===== src/rtl/ota_trim_sar_ctrl.sv =====
// Successive-approximation offset-trim controller for the on-chip OTA.
// Binary-searches the trim-DAC code MSB first, judging each trial by the synchronised comparator.
module ota_trim_sar_ctrl #(
    parameter int TRIM_W      = 6,
    parameter int SETTLE_CYC  = 16,
    parameter int SYNC_STAGES = 2
) (
    input  logic              clk,
    input  logic              rst_n,
    input  logic              start,
    input  logic              abort,
    input  logic              man_load,
    input  logic [TRIM_W-1:0] man_code,
    input  logic              cmp_in,
    output logic [TRIM_W-1:0] trim_code,
    output logic              cal_en,
    output logic              busy,
    output logic              done
);
    localparam int IDX_W = (TRIM_W > 2) ? $clog2(TRIM_W) : 1;
    localparam logic [TRIM_W-1:0] MIDSCALE = {1'b1, {(TRIM_W-1){1'b0}}};
    localparam logic [7:0] CNT_LAST = 8'(SETTLE_CYC - 1);

    typedef enum logic [2:0] {IDLE, PREP, TRIAL, SETTLE, DECIDE, FINISH} state_t;

    state_t                 state;
    logic [TRIM_W-1:0]      work;
    logic [TRIM_W-1:0]      result;
    logic [TRIM_W-1:0]      decided;
    logic [IDX_W-1:0]       idx;
    logic [7:0]             cnt;
    logic [SYNC_STAGES-1:0] sync;
    logic                   cmp_s;

    always_ff @(posedge clk or negedge rst_n) begin
        if (!rst_n) sync <= '0;
        else        sync <= {sync[SYNC_STAGES-2:0], cmp_in};
    end
    assign cmp_s = sync[SYNC_STAGES-1];

    // Work register with the bit under trial resolved by the comparator.
    always_comb begin
        decided      = work;
        decided[idx] = cmp_s;
    end

    always_ff @(posedge clk or negedge rst_n) begin
        if (!rst_n) begin
            state  <= IDLE;
            work   <= '0;
            result <= MIDSCALE;
            idx    <= '0;
            cnt    <= '0;
            busy   <= 1'b0;
            done   <= 1'b0;
        end else begin
            done <= 1'b0;
            if (abort && state != IDLE) begin
                state <= IDLE;
                busy  <= 1'b0;
            end else begin
                case (state)
                    IDLE: begin
                        if (start) begin
                            state <= PREP;
                            work  <= '0;
                            idx   <= IDX_W'(TRIM_W - 1);
                            cnt   <= '0;
                            busy  <= 1'b1;
                        end else if (man_load) begin
                            result <= man_code;
                        end
                    end
                    PREP: begin
                        if (cnt == CNT_LAST) state <= TRIAL;
                        else                 cnt   <= cnt + 8'd1;
                    end
                    TRIAL: begin
                        work[idx] <= 1'b1;
                        cnt       <= '0;
                        state     <= SETTLE;
                    end
                    SETTLE: begin
                        if (cnt == CNT_LAST) state <= DECIDE;
                        else                 cnt   <= cnt + 8'd1;
                    end
                    DECIDE: begin
                        work <= decided;
                        if (idx == '0) begin
                            result <= decided;
                            busy   <= 1'b0;
                            done   <= 1'b1;
                            state  <= FINISH;
                        end else begin
                            idx   <= idx - 1'b1;
                            state <= TRIAL;
                        end
                    end
                    FINISH:  state <= IDLE;
                    default: state <= IDLE;
                endcase
            end
        end
    end

    // While searching the DAC sees the trial code; otherwise the held result.
    assign trim_code = busy ? work : result;
    assign cal_en    = busy;
endmodule


===== config.mk =====
export PLATFORM = sky130hd
export DESIGN_NAME = ota_trim_sar_ctrl
export DESIGN_NICKNAME = d
export VERILOG_FILES = /design/src/rtl/ota_trim_sar_ctrl.sv
export SDC_FILE = /design/constraint.sdc
export NUM_CORES = 1
export LEC_CHECK = 0
export CORE_ASPECT_RATIO = 1.4
export CORE_MARGIN = 2
export CORE_UTILIZATION = 54
export CTS_CLUSTER_DIAMETER = 50
export DETAILED_ROUTE_END_ITERATION = 6
export PLACE_DENSITY = 0.85
export SKIP_LAST_GASP = 1
export SYNTH_ARGS = -nofsm -noshare
export SYNTH_HDL_FRONTEND = slang
export SYNTH_SLANG_ARGS = --single-unit

===== constraint.sdc =====
create_clock -name clk -period 4.75 [get_ports clk]
set_input_delay 0.7125 -clock clk [delete_from_list [all_inputs] [get_ports clk]]
set_output_delay 0.7125 -clock clk [all_outputs]
set_load 0.01 [all_outputs]

==> results.txt <==
----------------------------------------------------
[Global route]
  Antenna violations before repair ... 0
  Maximum number of pins on one net before global-route repair ... 31
  Vias in the first global route ... 1477
  Gr ovfl total ... 0
  Wire length of the first global-routing pass ... 6710 um
  Overall routing resource usage ... 23.3%

[Pwr]
  Leakage power of the design ... slightly below 0.9 nW
  Design Power ... around 1 mW
  VDD IR-drop max ... roughly 0.00032 V
  Areal power density over the cells ... 474 mW/mm2

[Clock tree]
  TritonCTS clock tree ... built
  Clock Pin Slew Worst Setup and Hold Paths ... approximately 60 ps
  Number of sinks on the clock net ... 30
  Post-CTS setup-driven buffer insertion count ... 0
  Root Driver ... sky130_fd_sc_hd__clkbuf_8
  Clk Latency, worst-skew pair ... ~280 ps
  Count of hold-fix buffers inserted at cts ... 0
  Number of clock buffers inserted by TritonCTS ... 5
  H-tree lvl count ... 2
  Post-CTS sizing ... 0
  Buffer levels on the longest clock path ... 2

[Routing]
  Number of design rule violations left after detail routing ... 0
  Number of iterations in the first detailed-routing pass ... 6
  Number of nets with antenna violations after detailed routing ... 0
  Number of DRC violations after detailed-routing iteration 0 ... 60
  Post-detailed-route wirelength per cell ... roughly 16 um
  Mean number of vias per cell ... roughly 6.3
  DR vias ... 1586
  Final routed wirelength across all metal layers ... 4000 um

[Setup path]
  Biggest fanout along the worst timing path ... 12
  Startpoint of the worst-slack reg-to-reg timing path ... idx[0]
  Launching instance or port of the critical path ... abort
  Signal arrival time at the worst endpoint ... roughly 2600 ps
  Required time reported for the critical path endpoint ... between 4000 and 5000 ps
  Crit. End Element ... flip-flop
  Type of the worst setup path ... in -> reg
  Launching element type of the critical path ... input port

[Timing]
  Fin Clk Skew ... about 9.7 ps
  Final setup violation count ... 0
  Endpoints failing hold ... 0
  Setup TNS ... 0 ps
  Measured slew at the worst slew-check pin ... around 1000 ps
  Final worst path period share ... between 50% and 60%
  Number of pins exceeding their max-slew limit in the final report ... 0
  Headroom to the max-slew limit ... a little under 30%
  Hold_ws ... 349 ps
  Shortest clock period the worst path allows after layout ... 2480 ps
  RSZ-0062 raised after global routing ... no
  FMAX ... just over 400 MHz

[Synthesis]
  Area fraction of the dominant cell type after synthesis ... about two fifths
  Number of instances in the synthesized netlist ... 198
  Number of unique standard cell types used by synthesis ... 50
  Cell types with the largest area share after synthesis ... sky130_fd_sc_hd__dfrtp_1 40%, sky130_fd_sc_hd__a21oi_1 4.1%, sky130_fd_sc_hd__nand2_1 4.1%
  List of most frequent post-synthesis cells ... 29 x sky130_fd_sc_hd__dfrtp_1, 20 x sky130_fd_sc_hd__nand2_1, 15 x sky130_fd_sc_hd__a21oi_1, 15 x sky130_fd_sc_hd__nor2_1, 11 x sky130_fd_sc_hd__o21ai_0
  Sequential area share after synthesis ... roughly two fifths
  Synth Register Bits ... 30
  Most frequent cell after synthesis ... sky130_fd_sc_hd__dfrtp_1
  Predominant post-synthesis flop cell ... sky130_fd_sc_hd__dfrtp_1
  Most area-hungry cell type in the Yosys netlist ... sky130_fd_sc_hd__dfrtp_1
  Async S/R FF share, synth ... 100%
  Yosys warnings ... 0
  Post-Syn Area ... 0.00183 mm2
  Number of enable flip-flop cells after synthesis ... 0
  Syn nets ... around 210
  Syn Area/Cell ... about 9.2 um2

[Hold path]
  Worst hold start ... sync[0]
  Worst hold path class ... reg -> reg

[Finish]
  # diodes ... 0
  Share of final-layout standard cells stronger than drive strength 1 ... 9.39%
  Total area of multi-input combinational cells ... 973 um2
  Number of fill cells in the layout ... between 200 and 300
  Count of placed standard cells in the final layout, fillers left out ... about 250
  Fin area ... about 0.0021 mm2
  Sequential Area ... 752 um2
  Layout Nets ... approximately 230
  Area added between synthesis and finish ... 15.0%

[Floorplan]
  Die Area ... ~0.0039 mm2
  Die boundary width ... 53.2 um
  Die boundary height ... between 70 and 80 um
  Placeable core region ... ~0.0033 mm2
  Initial standard-cell utilization of the core ... between 50% and 60%
  Top-Level Pins ... 21
  Total number of placement rows ... 25

[Run status]
  Run status ... finished, final reports clean

[Place]
  Detailed-placement wirelength estimate ... 2750 um
  Placer Congestion ... around 0.79
  Count of port buffers added during placement ... 20
  Cells after DPL ... 245
  Post-detailed-placement cell area ... roughly 0.0020 mm2

[Job]
  Count of maximum capacitance violations ... 0

----------------------------------------------------
==> sequential cells by signal, summed over array words and instances, names as in the netlist <==
name,count
sync,2
result,6
work,6
busy,1
cnt,8
done,1
state,3
idx,3
==> worst max-delay path: stages <==
cell	delay (ps)
sky130_fd_sc_hd__clkdlybuf4s50_1	710
sky130_fd_sc_hd__nor4bb_1	100
sky130_fd_sc_hd__o21ai_0	840
sky130_fd_sc_hd__o21ai_0	230
==> metrics by stage <==
| step | util [%] | setup slack (ps) |
|---|---|---|
| after global placement | 60.6 | 2050 |
| after global routing | 63.4 | 1920 |
| after detailed placement | 60.6 | 2010 |
| after floorplan | - | 2950 |
| final | 63.4 | 2270 |
| after CTS | 63.4 | 2280 |
==> per-layer routing <==
metal	global-route usage [%]	wire length, um	share of wire, %
met1	29.8	1700	43
met2	36.8	1990	50
met5	0	0	0
met4	10.8	93	2.3
met3	5.53	213	5.3
==> path summary, 6_finish.rpt <==
check                                 end  slack (ps)  cells past startpoint
worst max-delay path            result[2]        2270                      4
worst min-delay path              sync[1]         350                      0
worst max register to register  result[2]        2460                      5
worst min register to register    sync[1]         350                      0
max in group asynchronous       result[5]        3600                      2
min in group asynchronous       result[1]         830                      2
==> kinds of logic (layout without fill, tap and decap cells) <==
kind of cell,count (synthesis),after routing,synth area share [%]
DFF,30,30,41.2
buffers and inverters,21,36,5.55
muxes,11,11,6.44
adders and majority gates,3,3,2.06
and+or+nand+nor,74,74,21.9
AOI/OAI and AO/OA,59,59,22.9
==> area by class of cell <==
| class | count | share of cell area, % |
|---|---|---|
| Inverter | 7 | 1.25 |
| Clock buffer | 7 | 4.11 |
| Multi-Input combinational cell | 147 | 46.3 |
| Clock inverter | 1 | 0.238 |
| Tap cell | 40 | 2.38 |
| Timing Repair Buffer | 21 | 9.89 |
| Sequential cell | 30 | 35.8 |
==> placed cells by master, fill, tap and decap left out, drive strengths merged, types with 3 or more instances in the layout <==
| cell type | instances |
|---|---|
| nor4 | 3 |
| o2bb2ai | 6 |
| mux2 | 6 |
| inv | 7 |
| nor2 | 15 |
| nor3 | 3 |
| nor3b | 3 |
| a21oi | 15 |
| ha | 3 |
| clkbuf | 7 |
| mux2i | 5 |
| dfrtp | 29 |
| nor2b | 5 |
| nand3 | 4 |
| and3 | 4 |
| clkdlybuf4s50 | 20 |
| a31oi | 8 |
| nand2b | 6 |
| o21ai | 12 |
| nand2 | 20 |
==> power by group <==
group,switching [mW],internal (mW)
Sequential,0.108,0.326
Clock,0.0926,0.117
Combinational,0.163,0.188
Total,0.364,0.631
Power figures use the tool's default switching activity.
